**src/rtl/fpto_int_arb_if.sv**
```systemverilog
// fpto_int_arb_if: requester, converter and response signals of the shared fpto_int arbiter.
interface fpto_int_arb_if #(
  parameter int NUM_REQ = 4,
  parameter int ID_W    = $clog2(NUM_REQ)
);
  logic [NUM_REQ-1:0]    req_vld;
  logic [NUM_REQ-1:0]    req_rdy;
  logic [4*NUM_REQ-1:0]  req_ctrl;
  logic [32*NUM_REQ-1:0] req_data;
  logic                  cvt_inst_vld;
  logic                  cvt_src_prec;
  logic                  cvt_dst_prec;
  logic                  cvt_src_pos;
  logic                  cvt_dst_pos;
  logic [31:0]           cvt_in_reg;
  logic [31:0]           cvt_out_reg;
  logic                  cvt_result_vld;
  logic                  rsp_vld;
  logic                  rsp_rdy;
  logic [ID_W-1:0]       rsp_id;
  logic [31:0]           rsp_data;
  modport slave (
    input  req_vld, req_ctrl, req_data, cvt_out_reg, cvt_result_vld, rsp_rdy,
    output req_rdy, cvt_inst_vld, cvt_src_prec, cvt_dst_prec, cvt_src_pos, cvt_dst_pos,
           cvt_in_reg, rsp_vld, rsp_id, rsp_data
  );
  modport master (
    output req_vld, req_ctrl, req_data, cvt_out_reg, cvt_result_vld, rsp_rdy,
    input  req_rdy, cvt_inst_vld, cvt_src_prec, cvt_dst_prec, cvt_src_pos, cvt_dst_pos,
           cvt_in_reg, rsp_vld, rsp_id, rsp_data
  );
endinterface

```
**src/rtl/fpto_int_arb.sv**
```systemverilog
// fpto_int_arb: round-robin share of one combinational fpto_int converter, issue reg (S1) + response reg (S2).
module fpto_int_arb #(
  parameter int NUM_REQ = 4,
  parameter int ID_W    = $clog2(NUM_REQ),
  parameter int CNT_W   = 16
) (
  input  logic             clk,
  input  logic             rst_n,
  input  logic             flush,
  fpto_int_arb_if.slave    bus,
  output logic [1:0]       state,
  output logic [CNT_W-1:0] done_cnt
);
  typedef enum logic [1:0] {IDLE = 2'd0, RUN = 2'd1, STALL = 2'd2} state_e;
  state_e st;
  logic s1_vld_q, s1_vld_d, s2_vld_q, s2_vld_d;
  logic [3:0] s1_ctrl_q, s1_ctrl_d, sel_ctrl;
  logic [31:0] s1_data_q, s1_data_d, s2_data_q, s2_data_d, sel_data;
  logic [ID_W-1:0] s1_id_q, s1_id_d, s2_id_q, s2_id_d, ptr_q, ptr_d, gid, idx;
  logic [CNT_W-1:0] cnt_q, cnt_d;
  logic adv1, adv2, hit, accept, cap;
  assign adv2 = !s2_vld_q || bus.rsp_rdy;
  assign adv1 = !s1_vld_q || adv2;
  assign accept = adv1 && !flush && hit;
  assign cap = adv2 && s1_vld_q && bus.cvt_result_vld;
  // search begins one past the last accepted requester
  always_comb begin
    gid = '0;
    idx = '0;
    hit = 1'b0;
    for (int k = 1; k <= NUM_REQ; k++) begin
      idx = ID_W'((int'(ptr_q) + k) % NUM_REQ);
      if (!hit && bus.req_vld[idx]) begin
        hit = 1'b1;
        gid = idx;
      end
    end
  end
  always_comb begin
    sel_ctrl = '0;
    sel_data = '0;
    bus.req_rdy = '0;
    for (int k = 0; k < NUM_REQ; k++) begin
      if (gid == ID_W'(k)) begin
        sel_ctrl = bus.req_ctrl[4*k +: 4];
        sel_data = bus.req_data[32*k +: 32];
        bus.req_rdy[k] = accept;
      end
    end
  end
  always_comb begin
    s1_vld_d  = flush ? 1'b0 : adv1 ? accept : s1_vld_q;
    s1_ctrl_d = accept ? sel_ctrl : s1_ctrl_q;
    s1_data_d = accept ? sel_data : s1_data_q;
    s1_id_d   = accept ? gid : s1_id_q;
    s2_vld_d  = flush ? 1'b0 : adv2 ? cap : s2_vld_q;
    s2_data_d = cap ? bus.cvt_out_reg : s2_data_q;
    s2_id_d   = cap ? s1_id_q : s2_id_q;
    ptr_d     = accept ? gid : ptr_q;
    cnt_d     = cnt_q + CNT_W'(s2_vld_q && bus.rsp_rdy);
  end
  always_ff @(posedge clk or negedge rst_n) begin
    if (!rst_n) begin
      s1_vld_q  <= 1'b0;
      s1_ctrl_q <= '0;
      s1_data_q <= '0;
      s1_id_q   <= '0;
      s2_vld_q  <= 1'b0;
      s2_data_q <= '0;
      s2_id_q   <= '0;
      ptr_q     <= ID_W'(NUM_REQ - 1);
      cnt_q     <= '0;
    end else begin
      s1_vld_q  <= s1_vld_d;
      s1_ctrl_q <= s1_ctrl_d;
      s1_data_q <= s1_data_d;
      s1_id_q   <= s1_id_d;
      s2_vld_q  <= s2_vld_d;
      s2_data_q <= s2_data_d;
      s2_id_q   <= s2_id_d;
      ptr_q     <= ptr_d;
      cnt_q     <= cnt_d;
    end
  end
  assign st = (!s1_vld_q && !s2_vld_q) ? IDLE : (s2_vld_q && !bus.rsp_rdy) ? STALL : RUN;
  assign state = st;
  assign done_cnt = cnt_q;
  assign bus.cvt_inst_vld = s1_vld_q;
  assign {bus.cvt_src_prec, bus.cvt_dst_prec, bus.cvt_src_pos, bus.cvt_dst_pos} = s1_ctrl_q;
  assign bus.cvt_in_reg = s1_data_q;
  assign bus.rsp_vld = s2_vld_q;
  assign bus.rsp_id = s2_id_q;
  assign bus.rsp_data = s2_data_q;
endmodule

```
**src/flat_wrapper.sv**
```systemverilog
// flat-port wrapper written by rule: the top's interface ports become plain ports
module fpto_int_arb_flat 
#(
  parameter int NUM_REQ = 4,
  parameter int ID_W    = $clog2(NUM_REQ),
  parameter int CNT_W   = 16
)
  (clk, rst_n, flush, state, done_cnt, bus_req_vld, bus_req_ctrl, bus_req_data, bus_cvt_out_reg, bus_cvt_result_vld, bus_rsp_rdy, bus_req_rdy, bus_cvt_inst_vld, bus_cvt_src_prec, bus_cvt_dst_prec, bus_cvt_src_pos, bus_cvt_dst_pos, bus_cvt_in_reg, bus_rsp_vld, bus_rsp_id, bus_rsp_data);
  fpto_int_arb_if #(.NUM_REQ(NUM_REQ), .ID_W(ID_W)) bus_i ();
  input  logic clk;
  input  logic rst_n;
  input  logic flush;
  output logic [1:0] state;
  output logic [CNT_W-1:0] done_cnt;
  input wire logic [$bits(bus_i.req_vld)-1:0] bus_req_vld;
  input wire logic [$bits(bus_i.req_ctrl)-1:0] bus_req_ctrl;
  input wire logic [$bits(bus_i.req_data)-1:0] bus_req_data;
  input wire logic [$bits(bus_i.cvt_out_reg)-1:0] bus_cvt_out_reg;
  input wire logic [$bits(bus_i.cvt_result_vld)-1:0] bus_cvt_result_vld;
  input wire logic [$bits(bus_i.rsp_rdy)-1:0] bus_rsp_rdy;
  output wire logic [$bits(bus_i.req_rdy)-1:0] bus_req_rdy;
  output wire logic [$bits(bus_i.cvt_inst_vld)-1:0] bus_cvt_inst_vld;
  output wire logic [$bits(bus_i.cvt_src_prec)-1:0] bus_cvt_src_prec;
  output wire logic [$bits(bus_i.cvt_dst_prec)-1:0] bus_cvt_dst_prec;
  output wire logic [$bits(bus_i.cvt_src_pos)-1:0] bus_cvt_src_pos;
  output wire logic [$bits(bus_i.cvt_dst_pos)-1:0] bus_cvt_dst_pos;
  output wire logic [$bits(bus_i.cvt_in_reg)-1:0] bus_cvt_in_reg;
  output wire logic [$bits(bus_i.rsp_vld)-1:0] bus_rsp_vld;
  output wire logic [$bits(bus_i.rsp_id)-1:0] bus_rsp_id;
  output wire logic [$bits(bus_i.rsp_data)-1:0] bus_rsp_data;
  assign bus_i.req_vld = bus_req_vld;
  assign bus_i.req_ctrl = bus_req_ctrl;
  assign bus_i.req_data = bus_req_data;
  assign bus_i.cvt_out_reg = bus_cvt_out_reg;
  assign bus_i.cvt_result_vld = bus_cvt_result_vld;
  assign bus_i.rsp_rdy = bus_rsp_rdy;
  assign bus_req_rdy = bus_i.req_rdy;
  assign bus_cvt_inst_vld = bus_i.cvt_inst_vld;
  assign bus_cvt_src_prec = bus_i.cvt_src_prec;
  assign bus_cvt_dst_prec = bus_i.cvt_dst_prec;
  assign bus_cvt_src_pos = bus_i.cvt_src_pos;
  assign bus_cvt_dst_pos = bus_i.cvt_dst_pos;
  assign bus_cvt_in_reg = bus_i.cvt_in_reg;
  assign bus_rsp_vld = bus_i.rsp_vld;
  assign bus_rsp_id = bus_i.rsp_id;
  assign bus_rsp_data = bus_i.rsp_data;
  fpto_int_arb #(.NUM_REQ(NUM_REQ), .ID_W(ID_W), .CNT_W(CNT_W)) u_core (.clk(clk), .rst_n(rst_n), .flush(flush), .bus(bus_i), .state(state), .done_cnt(done_cnt));
endmodule
```
**config.mk**
```make
export PLATFORM = sky130hd
export DESIGN_NAME = fpto_int_arb_flat
export DESIGN_NICKNAME = d
export VERILOG_FILES = /design/src/rtl/fpto_int_arb_if.sv /design/src/rtl/fpto_int_arb.sv /design/src/flat_wrapper.sv
export SDC_FILE = /design/constraint.sdc
export NUM_CORES = 1
export LEC_CHECK = 0
export ABC_AREA = 0
export BUFFER_PORTS_ARGS = -buffer_cell sky130_fd_sc_hd__buf_2
export CAP_MARGIN = 20
export CORE_AREA = 2 2 108 110
export CTS_BUF_LIST = sky130_fd_sc_hd__clkbuf_8
export DETAILED_ROUTE_END_ITERATION = 16
export DIE_AREA = 0 0 110 112
export PLACE_DENSITY = 0.76
export SLEW_MARGIN = 20
export SYNTH_ARGS = -nofsm -noshare
export SYNTH_HDL_FRONTEND = slang
export SYNTH_SLANG_ARGS = --single-unit
```
**constraint.sdc**
```tcl
create_clock -name clk -period 2.9 [get_ports clk]
set_clock_uncertainty 0.05 [all_clocks]
set_input_delay 0.145 -clock clk [delete_from_list [all_inputs] [get_ports clk]]
set_output_delay 0.145 -clock clk [all_outputs]
set_load 0.1 [all_outputs]
```
==> flow_summary.yaml, run 1 <==
timing:
  period_minus_slack_ns: 2.57
  timing.fmax_mhz: 389
  drv_slew: 0
  rsz0062_at_grt: "false"
  setup_slack_ns: 0.327
  setup-violations-final: 0
  finalSetupTns_ns: 0
  final-hold-violation-count: 0
  tightest_slew_ns: 0.963
  relSlewSlack: 0.358
  final.period_utilization: 0.887
route:
  met3_length_um: 1080
  met2_wirelength_um: 7460
  drtPass1Iterations: 4
  vias: 4451
  drtAntennaViolNets: 0
  drt-met1-wl_um: 5230
  wl_per_cell_um: 16.6
  top_layer_used: "met4"
  drt_iter0_drc: 195
  viasPerCell: 5.23
  route.final.wire_length_um: 14200
  drc: 0
global_route:
  antenna_found_initial: 0
  grt_max_degree: 77
  grt_pass1_wl_um: 22000
  grt_usage: 0.227
  overflow: 0
  grt_pass1_vias: 4664
floorplan:
  initial_core_util: 0.428
  die_h_um: 112
  rows: 39
  die_area_um2: 12300
  dieWidth_um: 110
  core_area_um2: 11200
  ios: 279
clocking:
  clk_latency_ns: 0.36
  root_buffer: "clkbuf_8"
  ctsHoldBuffers: 35
  cts_setup_buffers: 0
  cts.sink_count: 92
  tritoncts: "yes"
  cts_resized: 0
  clk_pin_slew_ns: 0.10
  cts-buffers-inserted: 9
  h-tree-depth: 3
  cts_buffer_depth: 2
layout:
  multi_input_area_um2: 2290
  antenna_cells: 0
  nNetsFinal: 890
  final_area_um2: 6870
  drive_gt1_frac: 0.524
  nFillCells: 931
  seq_area_um2: 2310
  synthToLayoutAreaGrowth_pct: 43.6
power_and_ir_drop:
  p_leak_nw: 3.49
  p_total_mw: 6.03
  peakVddDrop_uv: 610
  pwr_density_cell_nw_per_um2: 877
setup_path:
  rr_worst_depth: 6
  cp-end-kind: "primary output"
  cp-startpoint: "u_core.ptr_q[1]"
  crit_type: "flip-flop to primary output"
  reg2reg_from: "u_core.ptr_q[1]"
  crit_required_ns: 2.71
  critical_path_arrival_ns: 2.38
  path_max_fanout: 27
  start_kind: "flip-flop"
synthesis:
  async_flop_share: 1.00
  yosys.area.top_type: "dfrtp_1"
  yosysSeqAreaShare: 0.482
  synth_area_per_cell_um2: 12.2
  synthFlopType: "dfrtp_1"
  ys_top_cells_by_count: "dfrtp_1, mux2i_1, nand2_1"
  yosysMostFrequentCell: "dfrtp_1"
  synthCells: 392
  yosys.cell_types.count: 47
  synth_seq_cells: 92
  yosys.area.top_type_share: 0.471
  synth_warnings: 0
  synth_edf_count: 0
  syn_area_um2: 4780
  syn_nets: 579
  synth_area_leaders: "dfrtp_1, mux2i_1, mux2_2, o221ai_2, nand2_1"
run_status:
  status: "finished, final reports clean"
placement:
  place_congestion: 0.839
  dpl_cell_area_um2: 6310
  io_buffer_count: 278
  place_ws_ns: 0.499
  detailed_place_hpwl_um: 10400
run:
  cap_violations: 0
hold_path:
  hold_start: "bus_req_data[53]"
  whs_path_depth: 3
  hold_path.class: "input port to flip-flop"
[worst paths after layout]
| kind | to | slack, ns |
|---|---|---|
| worst max register to register | u_core.bus.cvt_in_reg[18] | 0.50 |
| min in group asynchronous | u_core.bus.rsp_data[20] | 0.43 |
| worst min register to register | u_core.s1_id_q[1] | 0.44 |
| max in group asynchronous | u_core.bus.cvt_in_reg[22] | 1.52 |
| worst max-delay path | bus_req_rdy[3] | 0.33 |
| worst min-delay path | u_core.bus.cvt_in_reg[21] | 0.04 |
[where the power goes]
| part | total (mW) | switching (mW) | internal (mW) |
|---|---|---|---|
| sequential | 1.73 | 0.173 | 1.56 |
| combinational | 3.38 | 2.65 | 0.732 |
| clock | 0.914 | 0.498 | 0.416 |
| total | 6.03 | 3.32 | 2.71 |
[stage by stage]
stage	std cells	hold WS [ns]	utilization
floorplan	392	-0.201	-
global placement	800	0.292	0.565
finish	851	0.0423	0.615
detailed placement	800	0.305	0.565
CTS	851	0.0305	0.615
global route	851	0.0381	0.615
[final cells by class]
cell class	instances	area share
clock buffer	9	0.0180
tap	143	0.0260
timing repair buffer	324	0.274
multi-input combinational	275	0.334
clock inverter	7	0.0122
inverter	1	0.000546
sequential	92	0.336
[cells in the final DEF (no fill, tap or decap), types with 2 or more instances in the layout]
cell / count
a21o_1: 5
a21oi_1: 3
a31oi_1: 5
a32oi_1: 5
and2_1: 3
and3_1: 2
buf_12: 4
buf_2: 275
buf_4: 10
clkbuf_8: 9
clkinv_4: 2
dfrtp_1: 89
dfstp_2: 2
dlygate4sd3_1: 35
ha_1: 2
inv_8: 2
mux2_2: 35
mux2i_1: 63
nand2_1: 44
nand2b_1: 3
nand3_1: 12
nand4_1: 2
nor2_1: 11
nor2_2: 2
nor3_1: 2
nor3_4: 3
o21a_1: 3
o21ai_0: 8
o221ai_1: 18
o221ai_2: 13
o22a_1: 2
xnor2_1: 9
xor2_1: 5
[logic make-up (layout without fill, tap and decap cells)]
logic type / count (synthesis) / after routing / share of synthesized area
simple gates: 91 / 91 / 0.0926
compound gates: 70 / 70 / 0.134
buf+inv: 25 / 341 / 0.0465
flops: 92 / 92 / 0.482
xor+xnor: 14 / 14 / 0.0256
fa+ha+maj: 2 / 2 / 0.00523
mux: 98 / 98 / 0.214
[critical path, stage by stage, from the launching register on]
cell     delay, ns
dfstp_2       0.66
and2_4        0.19
o22ai_2       0.14
nor2_8        0.52
and3_2        0.32
buf_12        0.18
[routing by layer]
layer  up-vias  GRT usage
li1       2084          -
met1      2133      0.250
met5         -          0
met3        33     0.0457
met4         0     0.0962
met2       201      0.416
Power figures use the tool's default switching activity.
==> run 2: changes to the inputs <==
- CORE_AREA: 2 2 108 110 -> 3 3 106 108
- DIE_AREA: 0 0 110 112 -> 0 0 109 111
- PLACE_DENSITY: 0.76 -> 0.8
==> flow_summary.yaml, run 2 (same netlist as run 1, synthesis figures left out) <==
run_status:
  status: "finished, final reports clean"
power_and_ir_drop:
  pwr_density_cell_nw_per_um2: 874
  p_leak_nw: 3.47
  p_seq_frac: 0.290
  switchingPower_mw: 3.27
  p_clk_frac: 0.143
  switching_share: 0.548
  peakVddDrop_uv: 555
  power.internal_mw: 2.70
  power_frac_comb: 0.566
clocking:
  cts_buffer_depth: 2
  clk_latency_ns: 0.35
  clk_pin_slew_ns: 0.09
  cts-buffers-inserted: 9
  cts.sink_count: 92
  cts_resized: 0
  tritoncts: "yes"
  h-tree-depth: 3
  root_buffer: "clkbuf_8"
global_route:
  antenna_found_initial: 1
  grt_pass1_vias: 4693
  overflow: 0
  grt_pass1_wl_um: 23100
  grt_usage: 0.241
  grt_max_degree: 51
timing:
  period_minus_slack_ns: 2.69
  whs_ns: 0.0308
  setup-violations-final: 0
  rsz0062_at_grt: "false"
  tightest_slew_ns: 0.679
  timing.fmax_mhz: 372
  final.period_utilization: 0.926
  relSlewSlack: 0.542
  drv_slew: 0
  final-hold-violation-count: 0
  finalSetupTns_ns: 0
layout:
  nNetsFinal: 888
  final_cell_mix: "buf_2, dfrtp_1, mux2i_1, nand2_1"
  synthToLayoutAreaGrowth_pct: 42.8
  seq_area_um2: 2310
  mostFrequentLayoutCell: "buf_2"
  drive_gt1_frac: 0.521
  multi_input_area_um2: 2290
  nFillCells: 782
route:
  route.final.wire_length_um: 14900
  drc: 0
  vias: 4460
  drtAntennaViolNets: 0
  drt_iter0_drc: 237
  wl_per_cell_um: 17.7
  drtPass1Iterations: 4
  viasPerCell: 5.30
floorplan:
  rows: 37
  die_h_um: 111
  ios: 279
  initial_core_util: 0.463
  core_area_um2: 10300
  dieWidth_um: 109
  die_area_um2: 12100
setup_path:
  start_kind: "flip-flop"
  path_max_fanout: 11
  cp_cell_sequence: "nand2b_1 -> a21boi_2 -> o21ai_1 -> buf_4 -> and3_1 -> buf_2"
  critical_path_arrival_ns: 2.49
  cp.depth: 6
  slowest_delay_ns: 0.65
  path_delay_family: "buffers and inverters"
  rr_worst_depth: 6
  timing.critical_path.buf_inv: 2
  crit_required_ns: 2.71
  slowest_stage: "dfstp_2"
  crit_type: "flip-flop to primary output"
  cp-end-kind: "primary output"
run:
  cap_violations: 0
placement:
  detailed_place_hpwl_um: 11000
  place_congestion: 0.834
  io_buffer_count: 278
hold_path:
  whs_path_depth: 3
  hold_path.class: "input port to flip-flop"
-- run 2: changes by cell type in the layout (fill, tap and decap cells not counted) --
cell	delta
clkinv_4	-1
inv_1	+1
clkinvlp_4	+1
buf_4	-2
inv_6	-1
inv_8	-2
clkbuf_8	+1
diode_2	+1
-- run 2: final timing paths --
path | endpoint | startpoint | slack, ns
max | bus_req_rdy[1] | u_core.ptr_q[1] | 0.21
min | u_core.s1_ctrl_q[2] | bus_req_ctrl[2] | 0.03
max reg2reg | u_core.bus.cvt_in_reg[5] | u_core.ptr_q[1] | 0.54
min reg2reg | u_core.done_cnt[15] | u_core.done_cnt[15] | 0.42
max in group asynchronous | u_core.bus.rsp_vld | rst_n | 1.78
min in group asynchronous | u_core.bus.rsp_data[2] | rst_n | 0.31
-- run 2: layout make-up --
class                   count  share of cell area
multi-input cells         275               0.335
clock buffers              10              0.0201
flip-flops and latches     92               0.337
inverters                   1            0.000549
diodes                      1            0.000366
well taps                 136              0.0249
clock inverters             5             0.00806
repair buffers            322               0.273
-- run 2: power by group through the flow --
stage / Sequential [mW] / Combinational [mW] / Clock (mW)
2_1_floorplan: 3.64 / 0.878 / 0
3_3_place_gp: 1.74 / 3.31 / 0
5_1_grt: 1.77 / 3.51 / 0.939
3_5_place_dp: 1.75 / 3.35 / 0
6_report: 1.73 / 3.38 / 0.856
4_1_cts: 1.73 / 3.39 / 0.883
-- run 2: what timing repair did --
| action | 4_1_cts | 5_1_grt |
|---|---|---|
| buffers inserted | 0 | 0 |
| hold buffers | 35 | 0 |
| hold endpoints to repair | 81 | 0 |
-- run 2: tightest hold or removal path, delay by kind of cell --
| kind | cells | cell delay, ns |
|---|---|---|
| AOI/OAI and AO/OA | 1 | 0.11 |
| muxes | 1 | 0.06 |
| buffers and inverters | 1 | 0.08 |
-- run 2: stage by stage --
step | util | area, um^2 | instances | power (mW) | setup slack (ns)
after floorplan | - | 4820 | 392 | 4.52 | 0.122
after global placement | 0.609 | 6290 | 791 | 5.04 | 0.657
after detailed placement | 0.609 | 6290 | 791 | 5.11 | 0.572
after CTS | 0.662 | 6830 | 841 | 6.01 | 0.193
after global routing | 0.662 | 6830 | 842 | 6.22 | 0.0195
final | 0.662 | 6830 | 842 | 5.97 | 0.215
-- run 2: routing by layer --
| metal | wire, um | share of wire | vias to the layer above | track usage |
|---|---|---|---|---|
| li1 | - | - | 2072 | - |
| met1 | 5480 | 0.37 | 2148 | 0.268 |
| met2 | 7820 | 0.53 | 217 | 0.439 |
| met3 | 1320 | 0.089 | 23 | 0.0652 |
| met4 | 259 | 0.017 | 0 | 0.0690 |
| met5 | 0 | 0 | - | 0 |
